[config.mk]
export PLATFORM = sky130hd
export DESIGN_NAME = hrange_running_sum
export DESIGN_NICKNAME = d
export VERILOG_FILES = /design/src/rtl/hrange_running_sum_pkg.sv /design/src/rtl/hrange_running_sum_gen_out_buf.sv /design/src/rtl/hrange_running_sum.sv
export SDC_FILE = /design/constraint.sdc
export NUM_CORES = 1
export LEC_CHECK = 0
export ABC_AREA = 1
export BUFFER_PORTS_ARGS = -buffer_cell sky130_fd_sc_hd__buf_2
export CORE_ASPECT_RATIO = 1.2
export CORE_UTILIZATION = 61
export DETAILED_ROUTE_END_ITERATION = 7
export GPL_TIMING_DRIVEN = 0
export PLACE_DENSITY = 0.86
export SLEW_MARGIN = 10
export SYNTH_ARGS = -nofsm -noshare
export SYNTH_HDL_FRONTEND = slang
export SYNTH_SLANG_ARGS = --single-unit
[constraint.sdc]
create_clock -name _clock -period 5 [get_ports _clock]
set_input_delay 0.25 -clock _clock [delete_from_list [all_inputs] [get_ports _clock]]
set_output_delay 0.25 -clock _clock [all_outputs]
set_load 0.02 [all_outputs]
[src/rtl/hrange_running_sum_pkg.sv]
// hrange_running_sum_pkg: shared state encoding, widths and saturating add for hrange_running_sum.
package hrange_running_sum_pkg;
  localparam int DATA_W = 32;
  typedef enum logic [1:0] {IDLE = 2'd0, RUN = 2'd1, FINISH = 2'd2, DONE = 2'd3} state_t;
  localparam logic [DATA_W-1:0] SUM_MAX = {1'b0, {(DATA_W-1){1'b1}}};
  localparam logic [DATA_W-1:0] SUM_MIN = {1'b1, {(DATA_W-1){1'b0}}};
  function automatic logic [DATA_W-1:0] sat_add(input logic [DATA_W-1:0] a, input logic [DATA_W-1:0] b);
    logic [DATA_W-1:0] s;
    s = a + b;
    return (a[DATA_W-1] == b[DATA_W-1] && s[DATA_W-1] != a[DATA_W-1]) ? (a[DATA_W-1] ? SUM_MIN : SUM_MAX) : s;
  endfunction
endpackage

[src/rtl/hrange_running_sum_gen_out_buf.sv]
// gen_out_buf: one-entry valid/ready holding register with pass-through and flush.
module gen_out_buf #(
  parameter int W = 64
) (
  input  logic         clk,
  input  logic         rst,
  input  logic         flush,
  input  logic         push,
  input  logic [W-1:0] push_data,
  input  logic         ready,
  output logic         full,
  output logic [W-1:0] data
);
  always_ff @(posedge clk) begin
    if (rst) begin
      full <= 1'b0;
      data <= '0;
    end else if (flush) begin
      full <= 1'b0;
    end else if (push) begin
      full <= 1'b1;
      data <= push_data;
    end else if (full && ready) begin
      full <= 1'b0;
    end
  end
endmodule

[src/rtl/hrange_running_sum.sv]
// hrange_running_sum: turns an hrange tuple stream into a (count, running sum) generator stream.
// Optional saturating sum when HRANGE_RUNNING_SUM_SATURATE_EN is defined.
module hrange_running_sum
  import hrange_running_sum_pkg::*;
#(
  parameter int WIDTH = DATA_W
) (
  input  logic             _clock,
  input  logic             _reset,
  input  logic             _start,
  input  logic             _ready,
  input  logic             up_valid,
  input  logic             up_done,
  input  logic [WIDTH-1:0] up_0,
  input  logic [WIDTH-1:0] up_1,
  output logic             up_ready,
  output logic             _valid,
  output logic             _done,
  output logic [WIDTH-1:0] _0,
  output logic [WIDTH-1:0] _1
);
  state_t state, state_nx;
  logic [WIDTH-1:0] count, sum, count_nx, sum_nx;
  logic full, pop, accept, drained;
  logic unused_up_0;
  assign unused_up_0 = ^up_0;
  assign pop = full && _ready;
  assign drained = !full || pop;
  assign up_ready = state == RUN && drained;
  // an item offered while restarting belongs to the old stream and is dropped
  assign accept = up_ready && up_valid && !_start;
  assign count_nx = count + WIDTH'(1);
`ifdef HRANGE_RUNNING_SUM_SATURATE_EN
  assign sum_nx = sat_add(sum, up_1);
`else
  assign sum_nx = sum + up_1;
`endif
  assign _valid = full;
  assign _done = state == DONE;
  always_comb begin
    state_nx = state;
    if (_start) state_nx = RUN;
    else if (state == RUN && up_done) state_nx = (!accept && drained) ? DONE : FINISH;
    else if (state == FINISH && drained) state_nx = DONE;
  end
  always_ff @(posedge _clock) begin
    if (_reset) begin
      state <= IDLE;
      count <= '0;
      sum <= '0;
    end else begin
      state <= state_nx;
      if (_start) begin
        count <= '0;
        sum <= '0;
      end else if (accept) begin
        count <= count_nx;
        sum <= sum_nx;
      end
    end
  end
  gen_out_buf #(.W(2*WIDTH)) u_buf (
    .clk(_clock),
    .rst(_reset),
    .flush(_start),
    .push(accept),
    .push_data({count_nx, sum_nx}),
    .ready(_ready),
    .full(full),
    .data({_0, _1})
  );
endmodule

Word level (Yosys, flattened, before mapping)
Cells that the tools add are included.
{"block": "op_classes", "n_eq_ne": 3, "reduce_logical": 16, "bitwise_logic": 1, "add_sub_neg": 2, "muxes": 6}
{"operator": "adder 32 x 1 -> 32 bit, second input constant", "count": 1}
{"operator": "adder 32 bit", "count": 1}
{"operator": "logical AND 1 bit", "count": 7}
{"operator": "equality test 2 bit, second input constant", "count": 2}
{"operator": "2-to-1 mux 1 bit", "count": 4}
{"operator": "2-to-1 mux 2 bit", "count": 2}
{"operator": "nonzero test 2 bit", "count": 2}
{"operator": "zero test 1 bit", "count": 3}
{"operator": "nonzero test 3 bit", "count": 1}
{"operator": "equality test 2 x 1 -> 1 bit, second input constant", "count": 1}
{"operator": "AND reduction 2 bit", "count": 1}
{"operator": "OR reduction 2 bit", "count": 1}
{"operator": "logical OR 1 bit", "count": 1}
{"operator": "inverter 1 bit", "count": 1}
{"block": "word_totals", "ff_bits": 131, "word_cells": 34, "in_bits": 70}

Longest topological paths before layout
{"block": "logic_depth", "ltp_word": 10, "depth_mapped": 12}

Hierarchy
A second synthesis with hierarchy kept.
{"block": "unflattened", "hier_cells": 1441, "hier_area_um2": 8684.6}
{"mod": "hrange_running_sum", "cells_each": 1021, "seq_area_each_um2": 1321.3, "n_inst": 1, "area_each_um2": 5855.6}
{"mod": "gen_out_buf", "cells_each": 420, "seq_area_each_um2": 1301.2, "n_inst": 1, "area_each_um2": 2829.0}

Worst setup path before layout
OpenSTA, ideal clock, no wires.
{"block": "synth_path", "path_type": "register to register", "startpoint": "register sum[0]", "endpoint": "register sum[16]", "required_time_ps": 4868, "t_arrival_ps": 1789, "stages_incl_launch_ff": 12, "slack_ps": 3079, "period_less_slack_ps": 1921, "path_buffers": 0, "cell_sequence": "dfxtp_1 > ha_1 > fa_1 > nand3_1 > nand3_1 > nand2_1 > nand2_1 > nand3_1 > nand2_1 > or2_2 > nand2_1 > a21oi_1"}
{"block": "synth_between", "elab_chain_len": 1}
{"item": "start, declared", "line": "hrange_running_sum.sv:23", "source": "logic [WIDTH-1:0] count, sum, count_nx, sum_nx;"}
{"item": "start signal, assigned", "line": "hrange_running_sum.sv:58", "source": "sum <= sum_nx;"}
{"item": "adder 32 bit", "line": "hrange_running_sum.sv:36", "source": "assign sum_nx = sum + up_1;"}
No other way between the ends.
A chain may end at the register's enable or synchronous reset.

Final worst setup path
Same ends and word-level chain as after synthesis.

==> impl_results.md <==
- Status: complete, no violations
- Post-layout util: 74.5%
- Combinational share of power: between 7 and 8%
- Vias: approximately 7700
- P_int: a little under 0.002 W
- CP endpoint kind: flip-flop
- Worst EP required: 5.29 ns
- Final ANT Viol Nets: 0
- Register bit total from synthesis: 131
- Max_slew headroom: a little over half
- Placed Instance Area: between 8000 and 9000 um2
- Pin count of the biggest net entering global routing: 17
- Vias per inst: between 5 and 6
- GRT Residual Overflow: 0
- Leak: 4.18 nW
- Fmax: 0.446 GHz
- RePlAce Congestion: approximately 1.0
- Mapped Cells: about 1100
- Seq/Total Area, Yosys: between 30% and 40%
- Synth unique cells: 35
- H-tree levels: 4
- Critical path's most frequent cell: nand2_1
- Pwr/cell area: approximately 300 nW/um2
- Hold buffers post-CTS: 0
- Top cell type by total area after synthesis: dfxtp_1
- All-Layer GR Usage: 34.8%
- Final setup fails: 0
- Area Overhead vs Synth: 18.2%
- Max-slew violation count: 0
- Number of setup buffers added after CTS: 0
- Number of global-route vias before repair: roughly 7600
- DIE HEIGHT: between 100 and 150 um
- Commonest non-fill, non-tap cell in the layout: nand2_1
- Port-buffer cells: roughly 100
- Crit-path slowest cell: fa_1
- CTS Buf Count: 17
- Synth warn: 0
- Initial antenna violation count: 0
- CP max stage delay: approximately 0.46 ns
- Power share of the clock group: just over 50%
- Setup TNS: 0 ns
- Initial Utilization: roughly 63%
- ANT cells: 0
- Synth top area cells: dfxtp_1 36%, nand2_1 21%, a21oi_1 11%, inv_1 7.0%, ha_1 5.4%
- DRC Markers: 0
- Final nets: between 1000 and 1500
- Post-synth net total: ~1200
- Flop pwr share: 41.5%
- Core Rows: 43
- Initial drt markers: ~400
- Final WL: 20400 um
- Ys async rst share: 0%
- Crit path kind: flip-flop to flip-flop
- EDFF count, synth: 0
- Core footprint: ~12000 um2
- Endpoints failing hold: 0
- Crit share post-route: between 40 and 50%
- Worst IR Drop VDD: approximately 0.23 mV
- Post-DP HPWL: around 15000 um
- Switch Pwr: 0.000602 W
- Critical Path, Cell by Cell: ha_1 > fa_1 > nand3_1 > nand3_1 > nand2_1 > nand2_1 > nand3_1 > nand2_1 > or2_2 > nand2_1 > a21oi_1
- I/O Pins: 137
- Post_cts resized: 0
- TritonRoute pass-1 iters: 6
- Top_reg_cell synth: dfxtp_1
- Design area: just under 9000 um2
- Worst-margin pin slew: between 0.6 and 0.7 ns
- Layout cells sized above 1: 14.1%
- CTS tree: done
- Most frequent cells in the layout: 418 x nand2_1, 167 x a21oi_1, 138 x inv_1, 131 x dfxtp_1, 123 x buf_2
- Detail-routed net length per standard cell: roughly 14 um
- Width of the die: 102 um
- Crit start category: flip-flop
- Crit path DAT: roughly 2.5 ns
- Synthesized area: ~7400 um2
- Max Buffers Root-to-Sink: 2
- Hold WC Path Type: input pin to flip-flop
- DIE AREA: 12500 um2
- Clock Skew: roughly 0.0090 ns
- Worst-path clk slew: approximately 0.06 ns
- Clock Latency Late Sink: around 0.43 ns
- Syn avg cell area: around 6.4 um2
- Sink Count: roughly 130
- Sw Ratio: 23.5%
- Max_cap viols: 0
- First-pass GRT wire length: roughly 34000 um
- Top cell type's share of synthesized area: roughly 36%
- Root buf cell: clkbuf_16
- RSZ-0062 raised after global routing: no
- CP Max Fanout: 5
- Tmin final: about 2.2 ns
[worst paths after layout]
| check | startpoint | to | slack (ns) | depth (start not counted) |
|---|---|---|---|---|
| max | sum[0] | sum[16] | 2.76 | 11 |
| min | _start | state[0] | 0.10 | 3 |
| max reg2reg | sum[0] | sum[16] | 2.76 | 11 |
| min reg2reg | u_buf.data[15] | u_buf.data[15] | 0.46 | 2 |
[Yosys cell counts, types with 2 or more instances]
cell and instances:
a21oi_1 167, and2_1 2, buf_2 19, clkbuf_1 15, dfxtp_1 131, ha_1 32
inv_1 138, inv_2 2, nand2_1 418, nand2_2 3, nand3_1 63, nand3_2 2
nand3b_1 3, nand4_1 9, nor2_1 63, nor2_2 5, nor2_4 3, nor3_1 11
nor3_2 3, o21ai_0 11, o21ai_1 6, o21bai_1 3, or2_2 4, xnor2_1 8
xor2_1 13
[metrics by stage]
stage | instances | hold slack, ns | total power, W | worst slack [ns]
6_report | 1435 | 0.104 | 0.00257 | 2.76
5_1_grt | 1435 | 0.125 | 0.00264 | 2.56
4_1_cts | 1435 | 0.0962 | 0.00257 | 2.78
3_5_place_dp | 1405 | 0.452 | 0.00128 | 2.70
3_3_place_gp | 1405 | 0.448 | 0.00128 | 2.74
2_1_floorplan | 1144 | 0.403 | 0.00121 | 3.08
[critical path: cells and delay by family (launching register included)]
| family | cells | cell delay (ns) |
|---|---|---|
| compound gates | 1 | 0.06 |
| fa+ha+maj | 2 | 0.68 |
| flops | 1 | 0.31 |
| simple gates | 8 | 1.04 |
[power by group through the flow]
stage                     Combinational, W  Sequential [W]  Clock, W
final                             0.000198         0.00106   0.00130
after global routing              0.000220         0.00107   0.00135
after CTS                         0.000196         0.00106   0.00131
after detailed placement          0.000194         0.00109         0
after global placement            0.000191         0.00109         0
after floorplan                   0.000118         0.00110         0
[cell type report]
class                      instances  area, um2
tap                              157        196
buffer                            35        159
sequential                       131       2620
clock buffer                      22        494
fill                            1007       2980
clock inverter                     8        125
inverter                         140        526
multi-input combinational        838       4050
timing repair buffer             104        520
[layer usage]
metal  vias up  GRT usage [%]  wire [um]
li1       3877              -          -
met1      3461           33.8       7410
met2       287           63.5      10500
met3       111           7.18       1130
met4         0           27.1       1340
met5         -              0          0
[cells by family (layout without fill, tap and decap cells)]
kind of cell | count (synthesis) | in the layout | synth area share, %
AND/OR/NAND/NOR | 592 | 592 | 33.4
AO/OA/AOI/OAI | 191 | 191 | 13.3
buffers and inverters | 175 | 309 | 9.30
flip-flops | 131 | 131 | 35.6
adder cells (fa/ha/maj) | 33 | 33 | 5.71
XOR/XNOR | 22 | 22 | 2.72
[sequential cells by signal (all words and copies together) (netlist names)]
signal,count
u_buf.data,64
u_buf.full,1
state,2
count,32
sum,32
Power figures use the tool's default switching activity.
